`src/rtl/ic74161_counter_pkg.sv`:
```
// Shared widths and default 74xx delays for the 74161 counter model.
`timescale 1ns/1ps
package ic74161_counter_pkg;

  localparam int unsigned CNT_W     = 4;

  // Board-level propagation delays in ns; consumed by testbenches for sample points.
  localparam int unsigned TPD_CLK_Q = 20;
  localparam int unsigned TPD_CLR_Q = 20;
  localparam int unsigned TPD_RCO   = 15;

  function automatic logic all_ones(input logic [CNT_W-1:0] v);
    return &v;
  endfunction

endpackage

```
`src/rtl/ic74161_bit.sv`:
```
// One counter stage: async-clear flop with synchronous load and toggle.
`timescale 1ns/1ps
module ic74161_bit (
  input  logic clk,
  input  logic ncl,
  input  logic ld,
  input  logic d,
  input  logic t,
  output logic q
);

  logic nxt;

  // Ternary keeps an unknown load select visible as X on q.
  always_comb begin
    nxt = ld ? d : (q ^ t);
  end

  always_ff @(posedge clk or negedge ncl) begin
    if (!ncl) begin
      q <= 1'b0;
    end else begin
      q <= nxt;
    end
  end

endmodule

```
`src/rtl/ic74161_counter.sv`:
```
// 74161 synchronous 4-bit binary counter: async clear, sync load, dual enables, rco.
`timescale 1ns/1ps
module ic74161_counter
  import ic74161_counter_pkg::*;
(
  input  logic             clk,
  input  logic             ncl,
  input  logic             nld,
  input  logic             enp,
  input  logic             ent,
  input  logic [CNT_W-1:0] d,
  output logic [CNT_W-1:0] q,
  output logic             rco
);

  logic             ld;
  logic [CNT_W-1:0] tgl;

  // Bit i toggles when both enables are high and every lower bit is 1.
  always_comb begin
    logic run;
    ld  = ~nld;
    tgl = '0;
    run = enp & ent;
    for (int i = 0; i < int'(CNT_W); i++) begin
      tgl[i] = run;
      run    = run & q[i];
    end
  end

  for (genvar i = 0; i < int'(CNT_W); i++) begin : g_bit
    ic74161_bit u_bit (
      .clk (clk),
      .ncl (ncl),
      .ld  (ld),
      .d   (d[i]),
      .t   (tgl[i]),
      .q   (q[i])
    );
  end

  // Ripple carry is combinational so cascaded stages see it before the next edge.
  assign rco = ent & all_ones(q);

endmodule
```
`config.mk`:
```
export PLATFORM = sky130hd
export DESIGN_NAME = ic74161_counter
export DESIGN_NICKNAME = d
export VERILOG_FILES = /design/src/rtl/ic74161_counter_pkg.sv /design/src/rtl/ic74161_bit.sv /design/src/rtl/ic74161_counter.sv
export SDC_FILE = /design/constraint.sdc
export NUM_CORES = 1
export LEC_CHECK = 0
export BUFFER_PORTS_ARGS = -buffer_cell sky130_fd_sc_hd__buf_2
export CAP_MARGIN = 40
export CORE_AREA = 2 2 39 41
export DETAILED_ROUTE_END_ITERATION = 10
export DIE_AREA = 0 0 41 43
export SKIP_CTS_REPAIR_TIMING = 1
export SLEW_MARGIN = 20
export SYNTH_ARGS = -nofsm -noshare
export SYNTH_HDL_FRONTEND = slang
export SYNTH_SLANG_ARGS = --single-unit
```
`constraint.sdc`:
```
create_clock -name clk -period 1.95 [get_ports clk]
set_clock_uncertainty 0.1 [all_clocks]
set_input_delay 0.0975 -clock clk [delete_from_list [all_inputs] [get_ports clk]]
set_output_delay 0.0975 -clock clk [all_outputs]
set_load 0.03 [all_outputs]
```
==> results of run 1 <==
[cell usage in the layout, fill, tap and decap left out]
master         synthesis  routed
a21oi_1                1       1
mux2_2                 3       3
ha_1                   3       3
dfrtp_1                4       4
buf_2                  0      13
dlygate4sd3_1          0       3
clkbuf_4               0       3
and2_1                 1       1
xnor2_1                1       1
nor2_1                 2       2
nand2_1                1       1
nand3_1                1       1
[power by group]
group	internal (mW)	switching, mW	leakage (nW)	total, mW
Combinational	0.0346	0.0459	0.115	0.0806
Sequential	0.0955	0.00932	0.0461	0.105
Clock	0.0688	0.0334	0.0138	0.102
[layout make-up]
cell class                 instances  area share
tap                               16      0.0580
clock buffer                       3      0.0652
sequential                         4       0.290
multi-input combinational         13       0.312
timing repair buffer              16       0.275
[path summary, 6_finish.rpt]
| check | slack [ns] | end | from | depth (start not counted) |
|---|---|---|---|---|
| setup / recovery | 0.45 | g_bit[2].u_bit.q | g_bit[0].u_bit.q | 4 |
| hold / removal | 0.008 | g_bit[2].u_bit.q | d[2] | 2 |
| setup reg to reg | 0.45 | g_bit[2].u_bit.q | g_bit[0].u_bit.q | 4 |
| hold reg to reg | 0.52 | g_bit[3].u_bit.q | g_bit[3].u_bit.q | 2 |
| max in group asynchronous | 1.53 | g_bit[2].u_bit.q | ncl | 2 |
| min in group asynchronous | 0.10 | g_bit[0].u_bit.q | ncl | 2 |
[cell families (layout without fill, tap and decap cells)]
group | after synthesis | after routing | share of synthesized area
simple gates | 5 | 5 | 0.0947
flops | 4 | 4 | 0.421
buf+inv | 4 | 19 | 0.126
fa+ha+maj | 3 | 3 | 0.158
mux | 3 | 3 | 0.142
compound gates | 1 | 1 | 0.0210
xor+xnor | 1 | 1 | 0.0368
[stage by stage]
stage | instances | setup slack, ns | instance area, um2 | utilization | hold WS, ns
floorplan | 21 | 0.490 | 238 | - | -0.298
global placement | 46 | 0.458 | 293 | 0.212 | -0.192
detailed placement | 46 | 0.439 | 293 | 0.212 | -0.191
CTS | 49 | 0.432 | 315 | 0.228 | -0.443
global route | 52 | 0.373 | 345 | 0.250 | 0.00341
finish | 52 | 0.448 | 345 | 0.250 | 0.00819
[synth_stat cells (all sizes together)]
cell type,n
a21oi,1
and2,1
buf,4
dfrtp,4
ha,3
mux2,3
nand2,1
nand3,1
nor2,2
xnor2,1
[per-layer routing]
layer | GRT usage | routed length (um) | vias to the layer above
li1 | - | - | 97
met1 | 0.0782 | 200 | 82
met2 | 0.0656 | 183 | 11
met3 | 0.0471 | 68 | 0
met4 | 0.0600 | 0 | 0
met5 | 0 | 0 | -
==> impl_results.md, run 1 <==
* Status: finished clean
* Ratio of cells with drive above 1 in the final layout at 0.528
* Clock H-tree levels at 1
* Top flop regs: g_bit.u_bit.q x4
* Vias in the first global route at 180
* Yosys cell types at 10
* Endpoints failing setup at 0
* Number of flip-flops in the largest register at 4
* Core area at around 1400 um2
* DR vias/cell at around 3.7
* Post-synth top area share at 0.421
* Gr usage total at 0.0635
* Wire length per cell at just under 9 um
* Starting Density at 0.172
* Reg clk slew, reported paths at around 0.040 ns
* CP max FO at 3
* Clock buffer depth at 2
* CTS tree: done
* CTS root buffer: clkbuf_4
* Tightest Pin Transition at about 0.17 ns
* Clk_lat worst skew at between 0.2 and 0.25 ns
* WP buf/inv at 0
* Area growth syn-to-layout at 45.3%
* Largest register by flop count: g_bit.u_bit.q
* Synthesized area at around 240 um2
* Clock sink count at 4
* Crit-path cells: ha_1 -> ha_1 -> ha_1 -> mux2_2
* Sequential fraction of the synthesis area at 0.421
* Die area at about 1800 um2
* Worst setup EP type: register
* Placer Congestion at 0.702
* Antenna-violating nets left at 0
* RSZ-0062 raised after global routing: false
* Register area at roughly 100 um2
* I/O pin total at 14
* Final hold violations at 0
* Net Count, Synth at 33
* Top Family by Delay on Critical Path: adder cells
* WP data required at between 1.5 and 2 ns
* Rel. slew slack at 0.888
* Fmax at about 670 MHz
* Fin Setup TNS at 0 ns
* Number of synthesized register bits at 4
* Peak VDD IR at approximately 210 uV
* Area of the multi-input gates at about 110 um2
* Crit Path Class: reg -> reg
* Leakage at about 0.18 nW
* DRC violations left at 0
* HP Class: in -> reg
* Cell mode on critical path: ha_1
* Mapped Cells at 21
* Avg Inst Size Synth at between 10 and 15 um2
* First-pass GRT wire length at 669 um
* Inserted Diodes at 0
* Tmin final at roughly 1.5 ns
* Tcrit/Tclk final at 0.770
* Layout Nets at 50
* Antenna violations before repair at 0
* Via count at 190
* CP Launch Type: register
* Die X-Extent at 41 um
* Critical Path AT at around 1.5 ns
* I/O Buffers at 13
* Synth area leader: dfrtp_1
* # Max-Cap Violations at 0
* Filler cells at between 150 and 200
* Slew Limit Fails at 0
* Die H at roughly 43 um
* Clock buffer count from CTS at 3
* YS warnings at 0
* Largest net degree at the start of global routing at 6
* Pwr/cell area at 833 nW/um2
* Slowest stage delay, CP at about 0.38 ns
* Num rows at 14
* Total power at about 290 uW
* Remaining global-route overflow at 0
* DR pass1 iterations at 2
* Top cells by area, synth: dfrtp_1 (42%), ha_1 (16%), mux2_2 (14%)
* Total length of routed wires at approximately 450 um
* DR iter-0 viols at 1
* Slowest cell on the critical path: dfrtp_1
Power figures use the tool's default switching activity.
==> inputs of run 2 (changes only) <==
--- a/config.mk
+++ b/config.mk
@@ -5,6 +5,7 @@
 export SDC_FILE = /design/constraint.sdc
 export NUM_CORES = 1
 export LEC_CHECK = 0
+export ABC_AREA = 1
 export BUFFER_PORTS_ARGS = -buffer_cell sky130_fd_sc_hd__buf_2
 export CAP_MARGIN = 40
 export CORE_AREA = 2 2 39 41
==> constraint.sdc (replaced) <==
create_clock -name clk -period 1.45 [get_ports clk]
set_clock_uncertainty 0.1 [all_clocks]
set_input_delay 0.0725 -clock clk [delete_from_list [all_inputs] [get_ports clk]]
set_output_delay 0.0725 -clock clk [all_outputs]
set_load 0.03 [all_outputs]
==> impl_results.md, run 2 <==
* Status: finished clean
* Worst setup EP type: register
* Critical Path AT at 1.37 ns
* Filler cells at 148
* Top FF cell, synth: dfrtp_1
* Commonest non-fill, non-tap cell in the layout: nand2_1
* Largest register by flop count: g_bit.u_bit.q
* Clock sink count at 4
* Area growth syn-to-layout at 51.5%
* Clock buffer depth at 2
* Wire length per cell at 7.61 um
* Net Count, Synth at 45
* Vias in the first global route at 210
* Starting Density at 0.183
* Gr usage total at 0.0716
* Most common cell in the synthesized netlist: nand2_1
* YS warnings at 0
* Sequential fraction of the synthesis area at 0.396
* I/O pin total at 14
* Fmax at about 740 MHz
* DR iter-0 viols at 0
* Ratio of cells with drive above 1 in the final layout at 0.360
* CP Launch Type: register
* Mapped Cells at 33
* Num rows at 14
* HP Class: in -> reg
* Placed Instance Area at between 300 and 400 um2
* Yosys cell types at 8
* Post-synth top area share at 0.396
* Clock H-tree levels at 1
* Tcrit/Tclk final at 0.928
* I/O Buffers at 13
* Fin Setup TNS at 0 ns
* Leakage at approximately 0.22 nW
* Tightest Pin Transition at 0.153 ns
* Post-synth EDFFs at 0
* Number of synthesized register bits at 4
* Area of the multi-input gates at between 100 and 150 um2
* Via count at approximately 240
* Core area at between 1000 and 1500 um2
* Peak VDD IR at 288 uV
* Slew Limit Fails at 0
* Hold Path Depth at 3
* Pwr/cell area at between 900 and 1000 nW/um2
* Placer Congestion at 0.695
* R2R depth at 5
* Top flop regs: g_bit.u_bit.q x4
* DP Wirelength at 399 um
* FF-to-FF setup slack at between 0.1 and 0.15 ns
* # Max-Cap Violations at 0
* Register area at ~100 um2
* Synth async-reset ratio at 1.00
* Die H at roughly 43 um
* Crit Path Class: reg -> reg
* Largest net degree at the start of global routing at 6
* Endpoints failing setup at 0
* Top cells by area, synth: dfrtp_1 (40%), nand2_1 (22%), ha_1 (15%)
* Number of flip-flops in the largest register at 4
* Rel. slew slack at 0.898
* Tmin final at roughly 1.3 ns
* Final Worst Setup Slack at approximately 0.10 ns
* Reg clk slew, reported paths at roughly 0.040 ns
* Synthesized area at 253 um2
* Avg Inst Size Synth at around 7.7 um2
* Remaining global-route overflow at 0
* Layout Nets at 64
* DR vias/cell at about 3.7
* Synth area leader: dfrtp_1
* Clk_lat worst skew at around 0.23 ns
* Total length of routed wires at around 500 um
* Inserted Diodes at 0
* WP data required at 1.48 ns
* Setup WS pre-CTS at approximately 0.087 ns
* Post-layout instance area at between 300 and 400 um2
* Commonest non-fill, non-tap cells in the layout: nand2_1 (15), buf_2 (13), dlygate4sd3_1 (5)
* Die X-Extent at 41 um
* CTS root buffer: clkbuf_4
* DRC violations left at 0
* CP max FO at 3
* First-pass GRT wire length at between 700 and 800 um
* Antenna violations before repair at 0
* Clock buffer count from CTS at 3
* RSZ-0062 raised after global routing: false
* Synth cell count leaders: nand2_1 (15), buf_4 (4), dfrtp_1 (4), ha_1 (3), inv_1 (3)
* Antenna-violating nets left at 0
* Final hold violations at 0
* Final hold slack at 0.00605 ns
* Die area at around 1800 um2
* DR pass1 iterations at 1
* CTS tree: done
run 2: changes by cell type after synthesis, sizes merged:
| cell | change |
|---|---|
| mux2 | -3 |
| inv | +4 |
| nor2 | -1 |
| nand3 | +1 |
| a21oi | -1 |
| and2 | -1 |
| xnor2 | -1 |
| nand2 | +14 |
run 2: cell type report:
class,instances,share of cell area
Clock buffer,3,0.0588
Timing Repair Buffer,18,0.301
Sequential cell,4,0.261
Inverter,4,0.0392
Multi-Input combinational cell,21,0.288
Tap cell,16,0.0523
run 2: report_power, final:
part	switching, mW	internal [mW]	leakage (nW)
clock	0.0463	0.0926	0.0138
combinational	0.0553	0.0396	0.162
sequential	0.0104	0.125	0.0484
total	0.112	0.257	0.225
run 2: cell families after synthesis:
| family | share of synthesized area |
|---|---|
| AND/OR/NAND/NOR | 0.277 |
| buffers and inverters | 0.178 |
| flip-flops | 0.396 |
| adder cells (fa/ha/maj) | 0.149 |
run 2: worst max-delay path: stages (launching register included):
cell     delay (ns)
dfrtp_1        0.38
ha_2           0.19
ha_1           0.17
ha_1           0.27
nand2_1        0.07
nand2_1        0.05
run 2: worst paths after layout:
path / startpoint / end
hold / removal: nld / g_bit[1].u_bit.q
hold reg to reg: g_bit[3].u_bit.q / g_bit[3].u_bit.q
setup reg to reg: g_bit[0].u_bit.q / g_bit[2].u_bit.q
setup / recovery: g_bit[0].u_bit.q / g_bit[2].u_bit.q
min in group asynchronous: ncl / g_bit[0].u_bit.q
max in group asynchronous: ncl / g_bit[2].u_bit.q
run 2: stage by stage:
| step | utilization | power (mW) | std cells |
|---|---|---|---|
| after floorplan | - | 0.205 | 33 |
| after global placement | 0.222 | 0.221 | 58 |
| after detailed placement | 0.222 | 0.223 | 58 |
| after CTS | 0.239 | 0.366 | 61 |
| after global routing | 0.277 | 0.401 | 66 |
| final | 0.277 | 0.369 | 66 |
run 2: metal layers:
layer	track usage	part of all wire	vias up
met3	0.0314	0.11	2
met4	0.0800	0.036	0
met2	0.0750	0.40	14
met5	0	0	-
li1	-	-	131
met1	0.0948	0.45	97
